--- config.mk ---
export PLATFORM = sky130hd
export DESIGN_NAME = pipe_shifter_flat
export DESIGN_NICKNAME = d
export VERILOG_FILES = /design/src/rtl/pipe_shifter_pkg.sv /design/src/rtl/pipe_shifter_if.sv /design/src/rtl/pipe_shifter_stage.sv /design/src/rtl/pipe_shifter.sv /design/src/flat_wrapper.sv
export SDC_FILE = /design/constraint.sdc
export NUM_CORES = 1
export LEC_CHECK = 0
export ABC_AREA = 1
export CAP_MARGIN = 20
export CORE_MARGIN = 1
export CORE_UTILIZATION = 55
export DETAILED_ROUTE_END_ITERATION = 6
export PLACE_DENSITY = 0.81
export SETUP_SLACK_MARGIN = 0.05
export SKIP_CTS_REPAIR_TIMING = 1
export SYNTH_ARGS = -nofsm -noshare
export SYNTH_HDL_FRONTEND = slang
export SYNTH_HIERARCHICAL = 1
export SYNTH_SLANG_ARGS = --single-unit
--- constraint.sdc ---
create_clock -name clock -period 4 [get_ports clock]
set_input_delay 0.8 -clock clock [delete_from_list [all_inputs] [get_ports clock]]
set_output_delay 0.8 -clock clock [all_outputs]
set_load 0.02 [all_outputs]
--- src/rtl/pipe_shifter_pkg.sv ---
// Shared types and helpers for the pipelined barrel shifter: shift opcode
// encoding and the pipeline-depth calculation used by the top and the bench.
package shift_pkg;

    typedef enum logic [1:0] {
        OP_LSL = 2'b00,
        OP_LSR = 2'b01,
        OP_ASR = 2'b10,
        OP_ROR = 2'b11
    } shift_op_t;

    // Number of register stages: one per group of lps mux levels, last group may be short.
    function automatic int stage_count(input int width, input int lps);
        int shamt_w;
        shamt_w = $clog2(width);
        return (shamt_w + lps - 1) / lps;
    endfunction

endpackage

--- src/rtl/pipe_shifter_if.sv ---
// Operand/result handshake bundle for pipe_shifter. The master side presents
// operands and consumes results; the slave side is the shifter itself.
interface pipe_shifter_if
    import shift_pkg::*;
#(
    parameter int WIDTH = 64
);
    localparam int SHAMT_W = $clog2(WIDTH);

    logic               in_valid;
    logic               in_ready;
    logic [WIDTH-1:0]   in_data;
    logic [SHAMT_W-1:0] in_shamt;
    shift_op_t          in_op;

    logic               out_valid;
    logic               out_ready;
    logic [WIDTH-1:0]   out_data;
    logic               out_zero;

    modport master (
        output in_valid, in_data, in_shamt, in_op, out_ready,
        input  in_ready, out_valid, out_data, out_zero
    );

    modport slave (
        input  in_valid, in_data, in_shamt, in_op, out_ready,
        output in_ready, out_valid, out_data, out_zero
    );

endinterface

--- src/rtl/pipe_shifter_stage.sv ---
// One pipeline slice of the barrel shifter: NUM_LEVELS mux levels starting at
// FIRST_LEVEL, then a register that holds its contents while downstream stalls.
module shift_stage
    import shift_pkg::*;
#(
    parameter  int WIDTH       = 64,
    parameter  int FIRST_LEVEL = 0,
    parameter  int NUM_LEVELS  = 1,
    localparam int SHAMT_W     = $clog2(WIDTH)
) (
    input  logic               clock,
    input  logic               reset,

    input  logic               valid_i,
    output logic               ready_o,
    input  logic [WIDTH-1:0]   data_i,
    input  logic [SHAMT_W-1:0] shamt_i,
    input  shift_op_t          op_i,
    input  logic               fill_i,

    output logic               valid_o,
    input  logic               ready_i,
    output logic [WIDTH-1:0]   data_o,
    output logic [SHAMT_W-1:0] shamt_o,
    output shift_op_t          op_o,
    output logic               fill_o,
    output logic               zero_o
);

    logic               valid_q;
    logic [WIDTH-1:0]   data_q;
    logic [SHAMT_W-1:0] shamt_q;
    shift_op_t          op_q;
    logic               fill_q;
    logic               zero_q;

    logic [WIDTH-1:0]   data_d;
    logic               zero_d;
    logic               load_en;

    // Shift by 2^lvl; ASR takes its fill from the sign captured at the input.
    function automatic logic [WIDTH-1:0] shift_level(
        input logic [WIDTH-1:0] d,
        input shift_op_t        op,
        input logic             fill,
        input int               lvl
    );
        logic [WIDTH-1:0] ones;
        int               amt;
        ones = '1;
        amt  = 1 << lvl;
        case (op)
            OP_LSL:  return d << amt;
            OP_LSR:  return d >> amt;
            OP_ASR:  return (d >> amt) | (fill ? ~(ones >> amt) : '0);
            OP_ROR:  return (d >> amt) | (d << (WIDTH - amt));
            default: return d;
        endcase
    endfunction

    // NOTE: every always_comb output gets a default first so no path can infer a latch.
    always_comb begin
        data_d = data_i;
        for (int k = 0; k < NUM_LEVELS; k++) begin
            if (shamt_i[FIRST_LEVEL + k]) begin
                data_d = shift_level(data_d, op_i, fill_i, FIRST_LEVEL + k);
            end
        end
        zero_d = (data_d == '0);
    end

    assign ready_o = !valid_q || ready_i;
    assign load_en = ready_o && valid_i;

    // NOTE: state uses non-blocking assignments so all stages update from pre-edge values.
    always_ff @(posedge clock) begin
        if (reset) begin
            // NOTE: the datapath is reset as well, so the result port reads zero after reset.
            valid_q <= 1'b0;
            data_q  <= '0;
            shamt_q <= '0;
            op_q    <= OP_LSL;
            fill_q  <= 1'b0;
            zero_q  <= 1'b0;
        end else if (ready_o) begin
            valid_q <= valid_i;
            if (load_en) begin
                data_q  <= data_d;
                shamt_q <= shamt_i;
                op_q    <= op_i;
                fill_q  <= fill_i;
                zero_q  <= zero_d;
            end
        end
    end

    assign valid_o = valid_q;
    assign data_o  = data_q;
    assign shamt_o = shamt_q;
    assign op_o    = op_q;
    assign fill_o  = fill_q;
    assign zero_o  = zero_q;

endmodule

--- src/rtl/pipe_shifter.sv ---
// Pipelined LSL/LSR/ASR/ROR barrel shifter: cascaded log2 mux levels split into
// register stages, with a valid/ready chain so the consumer can stall it losslessly.
module pipe_shifter
    import shift_pkg::*;
#(
    parameter int WIDTH            = 64,
    parameter int LEVELS_PER_STAGE = 2
) (
    input logic           clock,
    input logic           reset,
    pipe_shifter_if.slave bus
);

    localparam int SHAMT_W    = $clog2(WIDTH);
    localparam int NUM_STAGES = stage_count(WIDTH, LEVELS_PER_STAGE);

    if (WIDTH < 8 || (WIDTH & (WIDTH - 1)) != 0) begin : g_bad_width
        $error("pipe_shifter: WIDTH must be a power of two and at least 8");
    end
    if (LEVELS_PER_STAGE < 1 || LEVELS_PER_STAGE > SHAMT_W) begin : g_bad_lps
        $error("pipe_shifter: LEVELS_PER_STAGE must lie in 1..SHAMT_W");
    end

    // Index i is the input side of stage i; index NUM_STAGES is the result port.
    logic               valid_w [NUM_STAGES+1];
    logic               ready_w [NUM_STAGES+1];
    logic [WIDTH-1:0]   data_w  [NUM_STAGES+1];
    logic [SHAMT_W-1:0] shamt_w [NUM_STAGES+1];
    shift_op_t          op_w    [NUM_STAGES+1];
    logic               fill_w  [NUM_STAGES+1];
    logic               zero_w  [NUM_STAGES];

    assign valid_w[0] = bus.in_valid;
    assign data_w[0]  = bus.in_data;
    assign shamt_w[0] = bus.in_shamt;
    assign op_w[0]    = bus.in_op;
    assign fill_w[0]  = bus.in_data[WIDTH-1];
    assign bus.in_ready = ready_w[0];

    for (genvar i = 0; i < NUM_STAGES; i++) begin : g_stage
        localparam int FIRST = i * LEVELS_PER_STAGE;
        localparam int NUM   = (SHAMT_W - FIRST < LEVELS_PER_STAGE) ? SHAMT_W - FIRST
                                                                    : LEVELS_PER_STAGE;
        shift_stage #(
            .WIDTH      (WIDTH),
            .FIRST_LEVEL(FIRST),
            .NUM_LEVELS (NUM)
        ) u_stage (
            .clock  (clock),
            .reset  (reset),
            .valid_i(valid_w[i]),
            .ready_o(ready_w[i]),
            .data_i (data_w[i]),
            .shamt_i(shamt_w[i]),
            .op_i   (op_w[i]),
            .fill_i (fill_w[i]),
            .valid_o(valid_w[i+1]),
            .ready_i(ready_w[i+1]),
            .data_o (data_w[i+1]),
            .shamt_o(shamt_w[i+1]),
            .op_o   (op_w[i+1]),
            .fill_o (fill_w[i+1]),
            .zero_o (zero_w[i])
        );
    end

    // Only the final stage's zero flag matches the visible result.
    assign ready_w[NUM_STAGES] = bus.out_ready;
    assign bus.out_valid       = valid_w[NUM_STAGES];
    assign bus.out_data        = data_w[NUM_STAGES];
    assign bus.out_zero        = zero_w[NUM_STAGES-1];

endmodule
--- src/flat_wrapper.sv ---
// flat-port wrapper written by rule: the top's interface ports become plain ports
module pipe_shifter_flat import shift_pkg::*;
#(
    parameter int WIDTH            = 64,
    parameter int LEVELS_PER_STAGE = 2
)
  (clock, reset, bus_in_valid, bus_in_data, bus_in_shamt, bus_in_op, bus_out_ready, bus_in_ready, bus_out_valid, bus_out_data, bus_out_zero);
  pipe_shifter_if #(.WIDTH(WIDTH)) bus_i ();
  input logic clock;
  input logic reset;
  input wire logic [$bits(bus_i.in_valid)-1:0] bus_in_valid;
  input wire logic [$bits(bus_i.in_data)-1:0] bus_in_data;
  input wire logic [$bits(bus_i.in_shamt)-1:0] bus_in_shamt;
  input wire logic [$bits(bus_i.in_op)-1:0] bus_in_op;
  input wire logic [$bits(bus_i.out_ready)-1:0] bus_out_ready;
  output wire logic [$bits(bus_i.in_ready)-1:0] bus_in_ready;
  output wire logic [$bits(bus_i.out_valid)-1:0] bus_out_valid;
  output wire logic [$bits(bus_i.out_data)-1:0] bus_out_data;
  output wire logic [$bits(bus_i.out_zero)-1:0] bus_out_zero;
  assign bus_i.in_valid = bus_in_valid;
  assign bus_i.in_data = bus_in_data;
  assign bus_i.in_shamt = bus_in_shamt;
  assign bus_i.in_op = bus_in_op;
  assign bus_i.out_ready = bus_out_ready;
  assign bus_in_ready = bus_i.in_ready;
  assign bus_out_valid = bus_i.out_valid;
  assign bus_out_data = bus_i.out_data;
  assign bus_out_zero = bus_i.out_zero;
  pipe_shifter #(.WIDTH(WIDTH), .LEVELS_PER_STAGE(LEVELS_PER_STAGE)) u_core (.clock(clock), .reset(reset), .bus(bus_i));
endmodule
Word level (Yosys, flattened, before mapping). Cells that the tools add are included.

Bits in registers: 214. Word-level logic and storage cells: 68.

Equal/unequal tests: 9. Muxes and demuxes: 18. Bitwise gates (word level): 12. Reduce and logical (&&, ||, !) cells: 16.

Operators with widths (number): 64-bit one-hot mux with 4 select lines (6); 64-bit two-way mux (12); 32-bit by 64-bit bitwise OR with 64-bit output (2); 48-bit by 64-bit bitwise OR with 64-bit output (2); 56-bit by 64-bit bitwise OR with 64-bit output (2); 60-bit by 64-bit bitwise OR with 64-bit output (2); 62-bit by 64-bit bitwise OR with 64-bit output (2); 63-bit by 64-bit bitwise OR with 64-bit output (2); 64-bit zero test (1); 2-bit equality test, second input constant (6); 2-bit by 1-bit equality test with 1-bit output, second input constant (3); 2-bit zero test (3); 2-bit AND reduction (3); 1-bit logical AND (3); 1-bit zero test (3); 1-bit logical OR (3).

Depth between registers and ports, before layout. Gate-level depths: netlist of run 1.

Depth in word-level cells: 8. Gate-level depth with buffers: 17.

Modules after synthesis. Netlist of run 1, hierarchy kept.

By module, submodules not included: shift_stage (u_core.g_stage[1].u_stage) (times used 1, cells each 975, area each 5604.1 µm²); shift_stage (u_core.g_stage[0].u_stage) (times used 1, cells each 957, area each 5567.8 µm²); shift_stage (u_core.g_stage[2].u_stage) (times used 1, cells each 975, area each 5446.5 µm²).

Worst setup path before layout of run 1. No wires, ideal clock.

Path kind: input-to-reg. Start: input bus_out_ready. End: register u_core.g_stage[0].u_stage.shamt_q[1]. Setup time: 133 ps. Arrival: 2190 ps. Data required time: 3867 ps. Slack: 1677 ps. Stages on the path: 11. Buffers on the path: 2. Cells stage by stage: inv_1 > nand2_1 > inv_1 > nand2_1 > inv_1 > nand2_1 > nand2_1 > inv_1 > clkbuf_1 > clkbuf_1 > a21oi_1.

RTL lines: start, declared (line flat_wrapper.sv:15) `input wire logic [$bits(bus_i.out_ready)-1:0] bus_out_ready;`; end signal, assigned (line pipe_shifter_stage.sv:89) `shamt_q <= shamt_i;`; end, declared (line pipe_shifter_stage.sv:32) `logic [SHAMT_W-1:0] shamt_q;`.

==> summary.txt, run 1 <==
Clock tree
  – TritonCTS clock tree: done
  – CTS H-tree lvls: 1
  – Max Buffers Root-to-Sink: 3
  – TritonCTS buffer count: 23
  – Later-pin clock latency in the skew report: about 0.53 ns
  – Root Buffer: clkbuf_16
  – CTS sink cnt: ~210
  – Reg clk slew, reported paths: 0.06 ns

Worst setup path
  – WP data required: 3.20 ns
  – Critical Path AT: approximately 2.3 ns
  – R2R depth: 13
  – Reg2reg start: u_core/g_stage[1].u_stage/op_o[0]
  – CP endpoint kind: output port
  – Startpoint types: input pin
  – Reg-to-reg slack, setup: ~0.97 ns
  – Setup Crit Path Kind: input pin to output port
  – Reg2reg end: u_core/g_stage[2].u_stage/zero_o
  – CP max FO: 3

Timing
  – Final period util: 0.779
  – Hold slack final: 0.502 ns
  – Final hold vios: 0
  – Post-route setup slack: 0.886 ns
  – Layout Skew: 0.0172 ns
  – Worst Max-Slew Pin Slew: 0.999 ns
  – Fmax: between 300 and 400 MHz
  – Setup TNS: 0 ns
  – Slew Limit Fails: 0
  – RSZ-0062 raised after global routing: no
  – Min Tclk post-route: between 3 and 4 ns
  – Worst rel slew slack: 0.334
  – Final setup violation count: 0

Global routing
  – Total GRT Usage: 0.366
  – Gr ovfl total: 0
  – Largest net degree at the start of global routing: between 90 and 100
  – First-pass GRT wire length: 85.5 mm
  – Initial antenna violation count: 0
  – Vias in the first global route: ~16,000

Route
  – Uppermost layer routed: met4
  – Post-route ant nets: 0
  – Met2 wire length: 23.4 mm
  – Via count: 18,400
  – WL/cell: 17.2 µm
  – Residual DRC: 0
  – Met3 wire len: 5.51 mm
  – Vias per std cell: 5.88
  – Total Wirelength: about 54 mm
  – Initial drt markers: 2,604
  – Met1 WL: 23.2 mm
  – Detailed Routing Iterations Pass 1: 6

Synthesis
  – Mapped Area: ~16,000 µm²
  – Synthesized netlist cell count: roughly 2,700
  – Synth Area per Inst: 5.73 µm²
  – Syn Nets: 2,805
  – Ys Warns: 6

Place
  – Placed cell area: approximately 17,000 µm²
  – Final Wtd Congestion: 0.946
  – Inst Count DP: slightly above 3,000
  – Port buffer count: between 100 and 150
  – Hpwl dp: 38.5 mm
  – Post-Place Setup Slack: roughly 0.90 ns

Hold path
  – Hold Crit Class: flip-flop to flip-flop
  – Hold EP: u_core/g_stage[2].u_stage/zero_o
  – HP Start: u_core/g_stage[2].u_stage/zero_o
  – Hold Crit Depth: 2

Cells and area
  – Layout cells sized above 1: 0.0805
  – Net total in the final layout: 2,806
  – Post-route core utilization: 0.636
  – Non-Filler Instances: between 3,000 and 4,000
  – Diode count: 0
  – P&R area growth vs syn: 13.4%
  – Finished Cell Area: 17,700 µm²

Pwr
  – VDD IR max: approximately 290 µV
  – Pwr/cell area: 374 nW/µm²
  – Total power: around 6.6 mW
  – LEAKAGE: 7.81 nW

Status
  – Status: finished clean

Floorplanning
  – Die H: 171 µm
  – Full die area: around 29,000 µm²
  – Std-Cell Rows: around 60
  – Starting Density: 0.561
  – Die Width: between 150 and 200 µm
  – Io pins: 143
  – Core area: roughly 28,000 µm²

Run
  – Max Cap Viol: 0
[area by class of cell]
class / instances / area, µm²
inverters: 148 / 558
multi-input cells: 2168 / 9910
flip-flops and latches: 208 / 4170
clock buffers: 26 / 607
fillers: 2755 / 10100
well taps: 378 / 473
clock inverters: 16 / 278
repair buffers: 181 / 1730
[where the power goes]
group | internal (mW) | switching, mW
clock | 1.55 | 0.933
sequential | 2.21 | 0.180
combinational | 0.616 | 1.13
[critical path, cell delays in order]
cell and delay (ns):
clkdlybuf4s50_1 0.45, inv_1 0.03, nand2_1 0.10, inv_1 0.05, nand2_1 0.08, inv_1 0.04, nand2_1 0.12, clkdlybuf4s50_1 0.63
[sequential cells by signal (all words and copies together) (netlist names)]
name / flops
u_core/g_stage.u_stage/zero_o: 1
u_core/g_stage.u_stage/data_o: 192
u_core/g_stage.u_stage/fill_o: 2
u_core/g_stage.u_stage/valid_o: 3
u_core/g_stage.u_stage/op_o: 4
u_core/g_stage.u_stage/shamt_o: 6
[cells in the final DEF (no fill, tap or decap), types with 37 or more instances in the layout]
master,n
or2_2,108
inv_1,134
nand2_1,661
nand3_1,655
clkdlybuf4s50_1,140
dfxtp_1,206
a21oi_1,69
o21ai_0,238
buf_4,37
nor2_1,354
[layer usage]
layer,vias up,global-route usage
li1,8991,-
met1,8355,0.513
met2,907,0.563
met3,109,0.0717
met4,0,0.109
met5,-,0
[worst max-delay path by stage]
stage                   from                                    to  slack (ns)  cells after the start
2_1_floorplan  bus_out_ready  u_core/g_stage[0].u_stage/data_o[48]        1.77                     11
3_3_place_gp   bus_out_ready                          bus_in_ready        0.92                      8
3_5_place_dp   bus_out_ready                          bus_in_ready        0.90                      8
4_1_cts        bus_out_ready                          bus_in_ready        0.88                      8
5_1_grt        bus_out_ready                          bus_in_ready        0.75                      8
6_report       bus_out_ready                          bus_in_ready        0.89                      8
(Power assumes the default switching activity.)
==> inputs of run 2 (changes only) <==
--- a/config.mk
+++ b/config.mk
@@ -8,9 +8,9 @@
 export ABC_AREA = 1
 export CAP_MARGIN = 20
 export CORE_MARGIN = 1
-export CORE_UTILIZATION = 55
+export CORE_UTILIZATION = 54
 export DETAILED_ROUTE_END_ITERATION = 6
-export PLACE_DENSITY = 0.81
+export PLACE_DENSITY = 0.83
 export SETUP_SLACK_MARGIN = 0.05
 export SKIP_CTS_REPAIR_TIMING = 1
 export SYNTH_ARGS = -nofsm -noshare
==> constraint.sdc (replaced) <==
create_clock -name clock -period 2.7 [get_ports clock]
set_input_delay 0.54 -clock clock [delete_from_list [all_inputs] [get_ports clock]]
set_output_delay 0.54 -clock clock [all_outputs]
set_load 0.02 [all_outputs]
==> run 2 against run 1 <==
Compared with the run above:
- worst setup slack got worse by 0.55 ns
- sequential power grew 48%
- power grew 45%
- critical path depth increased by 3
- via count is 0.88% higher
- clock power up 36%
- hold slack worse by 0.029 ns
- largest power group is now registers
==> summary.txt, run 2 (same netlist as run 1, synthesis figures left out) <==
Worst setup path
  – Startpoint types: flip-flop
  – Critical Path AT: 2.81 ns
  – WP data required: 3.15 ns
  – CP peak stage delay: 0.78 ns
  – Most frequent CP cell: nand2_1
  – Delay-heaviest family, CP: simple AND/OR/NAND/NOR gates
  – Crit path buf inv count: 2
  – CP max FO: 30
  – Critical-path cell list: nand2_1, inv_2, buf_12, nand2_1, o21ai_1, nand4_1, nor2_1, nand2_1, nor2_1, nand3_1, a21oi_1
  – Critical Path Slowest Stage Cell: dfxtp_1
  – Setup Crit Path Kind: flip-flop to flip-flop
  – CP endpoint kind: flip-flop

Route
  – Detailed Routing Iterations Pass 1: 7
  – Residual DRC: 0
  – Via count: 18,500
  – Vias per std cell: 5.91
  – WL/cell: roughly 17 µm
  – Initial drt markers: 2,368
  – Post-route ant nets: 0
  – Total Wirelength: 54.8 mm

Place
  – Final Wtd Congestion: between 0.9 and 1
  – Port buffer count: 142
  – Hpwl dp: about 40 mm

Timing
  – Fmax: 424 MHz
  – Worst Max-Slew Pin Slew: 0.911 ns
  – Setup TNS: 0 ns
  – Final setup violation count: 0
  – Min Tclk post-route: between 2 and 2.5 ns
  – Slew Limit Fails: 0
  – Layout Skew: 0.0143 ns
  – Final hold vios: 0
  – Final period util: 0.874
  – RSZ-0062 raised after global routing: no
  – Worst rel slew slack: 0.392

Clock tree
  – CTS sink cnt: 208
  – Reg clk slew, reported paths: roughly 0.060 ns
  – Root Buffer: clkbuf_16
  – Later-pin clock latency in the skew report: 0.52 ns
  – TritonCTS buffer count: 22
  – CTS H-tree lvls: 1
  – Max Buffers Root-to-Sink: 3
  – TritonCTS clock tree: done

Floorplanning
  – Die H: 172 µm
  – Starting Density: 0.555
  – Full die area: 29,600 µm²
  – Io pins: 143
  – Die Width: 172 µm
  – Std-Cell Rows: roughly 60
  – Core area: 28,200 µm²

Cells and area
  – Leading cell type in the layout, fill and taps excluded: nand2_1
  – Commonest non-fill, non-tap cells in the layout: nand2_1, nand3_1, nor2_1
  – Max reg flops: between 150 and 200
  – Diode count: 0
  – Net total in the final layout: 2,818
  – P&R area growth vs syn: 15.0%
  – Layout cells sized above 1: 0.0838

Global routing
  – Largest net degree at the start of global routing: 96
  – First-pass GRT wire length: 85.9 mm
  – Vias in the first global route: 16,100
  – Total GRT Usage: 0.365
  – Initial antenna violation count: 0
  – Gr ovfl total: 0

Pwr
  – Net Sw Power: roughly 3.3 mW
  – Pwr/cell area: 535 nW/µm²
  – Clock share of power: 0.353
  – VDD IR max: 377 µV
  – Net Sw Frac: 0.344
  – Part of the power in registers: 0.368
  – LEAKAGE: 7.92 nW
  – Comb pwr share: 0.279
  – Total power: slightly below 10 mW
  – Internal Pwr Total: 6.31 mW

Hold path
  – Hold Crit Class: input pin to flip-flop

Status
  – Status: finished clean

Run
  – Max Cap Viol: 0
[run 2: layout make-up]
cell class / count / area, µm²
clock buffers: 29 / 638
clock inverters: 11 / 169
fillers: 2720 / 10200
inverters: 148 / 558
multi-input cells: 2168 / 9910
flip-flops and latches: 208 / 4170
well taps: 378 / 473
repair buffers: 194 / 2050
[run 2: power by group through the flow]
| stage | Combinational, mW | Clock, mW | Sequential, mW |
|---|---|---|---|
| global route | 2.96 | 3.53 | 3.57 |
| CTS | 2.62 | 3.42 | 3.53 |
| global placement | 2.57 | 0 | 3.60 |
| floorplan | 1.79 | 0 | 3.54 |
| detailed placement | 2.61 | 0 | 3.60 |
| finish | 2.69 | 3.39 | 3.54 |
[run 2: through the flow]
step | hold WS (ns) | area, µm² | util | cells | worst slack (ns)
6_report | 0.473 | 18000 | 0.638 | 3136 | 0.339
5_1_grt | 0.524 | 18000 | 0.638 | 3136 | 0.152
4_1_cts | 0.464 | 18000 | 0.638 | 3136 | 0.104
3_5_place_dp | 0.492 | 17200 | 0.609 | 3096 | 0.111
3_3_place_gp | 0.488 | 17200 | 0.609 | 3096 | 0.128
2_1_floorplan | 0.449 | 15600 | - | 2729 | 0.725
[run 2: path summary, 6_finish.rpt]
path,from,end,slack (ns),cells past startpoint
max,u_core/g_stage[1].u_stage/shamt_o[5],u_core/g_stage[2].u_stage/zero_o,0.34,11
min reg2reg,u_core/g_stage[0].u_stage/shamt_o[4],u_core/g_stage[0].u_stage/shamt_o[4],0.51,2
min,reset,u_core/g_stage[0].u_stage/data_o[62],0.47,4
max reg2reg,u_core/g_stage[1].u_stage/shamt_o[5],u_core/g_stage[2].u_stage/zero_o,0.34,11
[run 2: worst reg2reg max path: cells and delay by family (launching register included)]
kind            cells  cell delay [ns]
simple gates        7             0.90
flops               1             0.78
buf+inv             2             0.31
compound gates      2             0.29
[run 2: routing by layer]
metal	global-route usage	wire [µm]
met3	0.0536	5220
met1	0.525	24300
met5	0	0
met4	0.106	1550
met2	0.561	23800
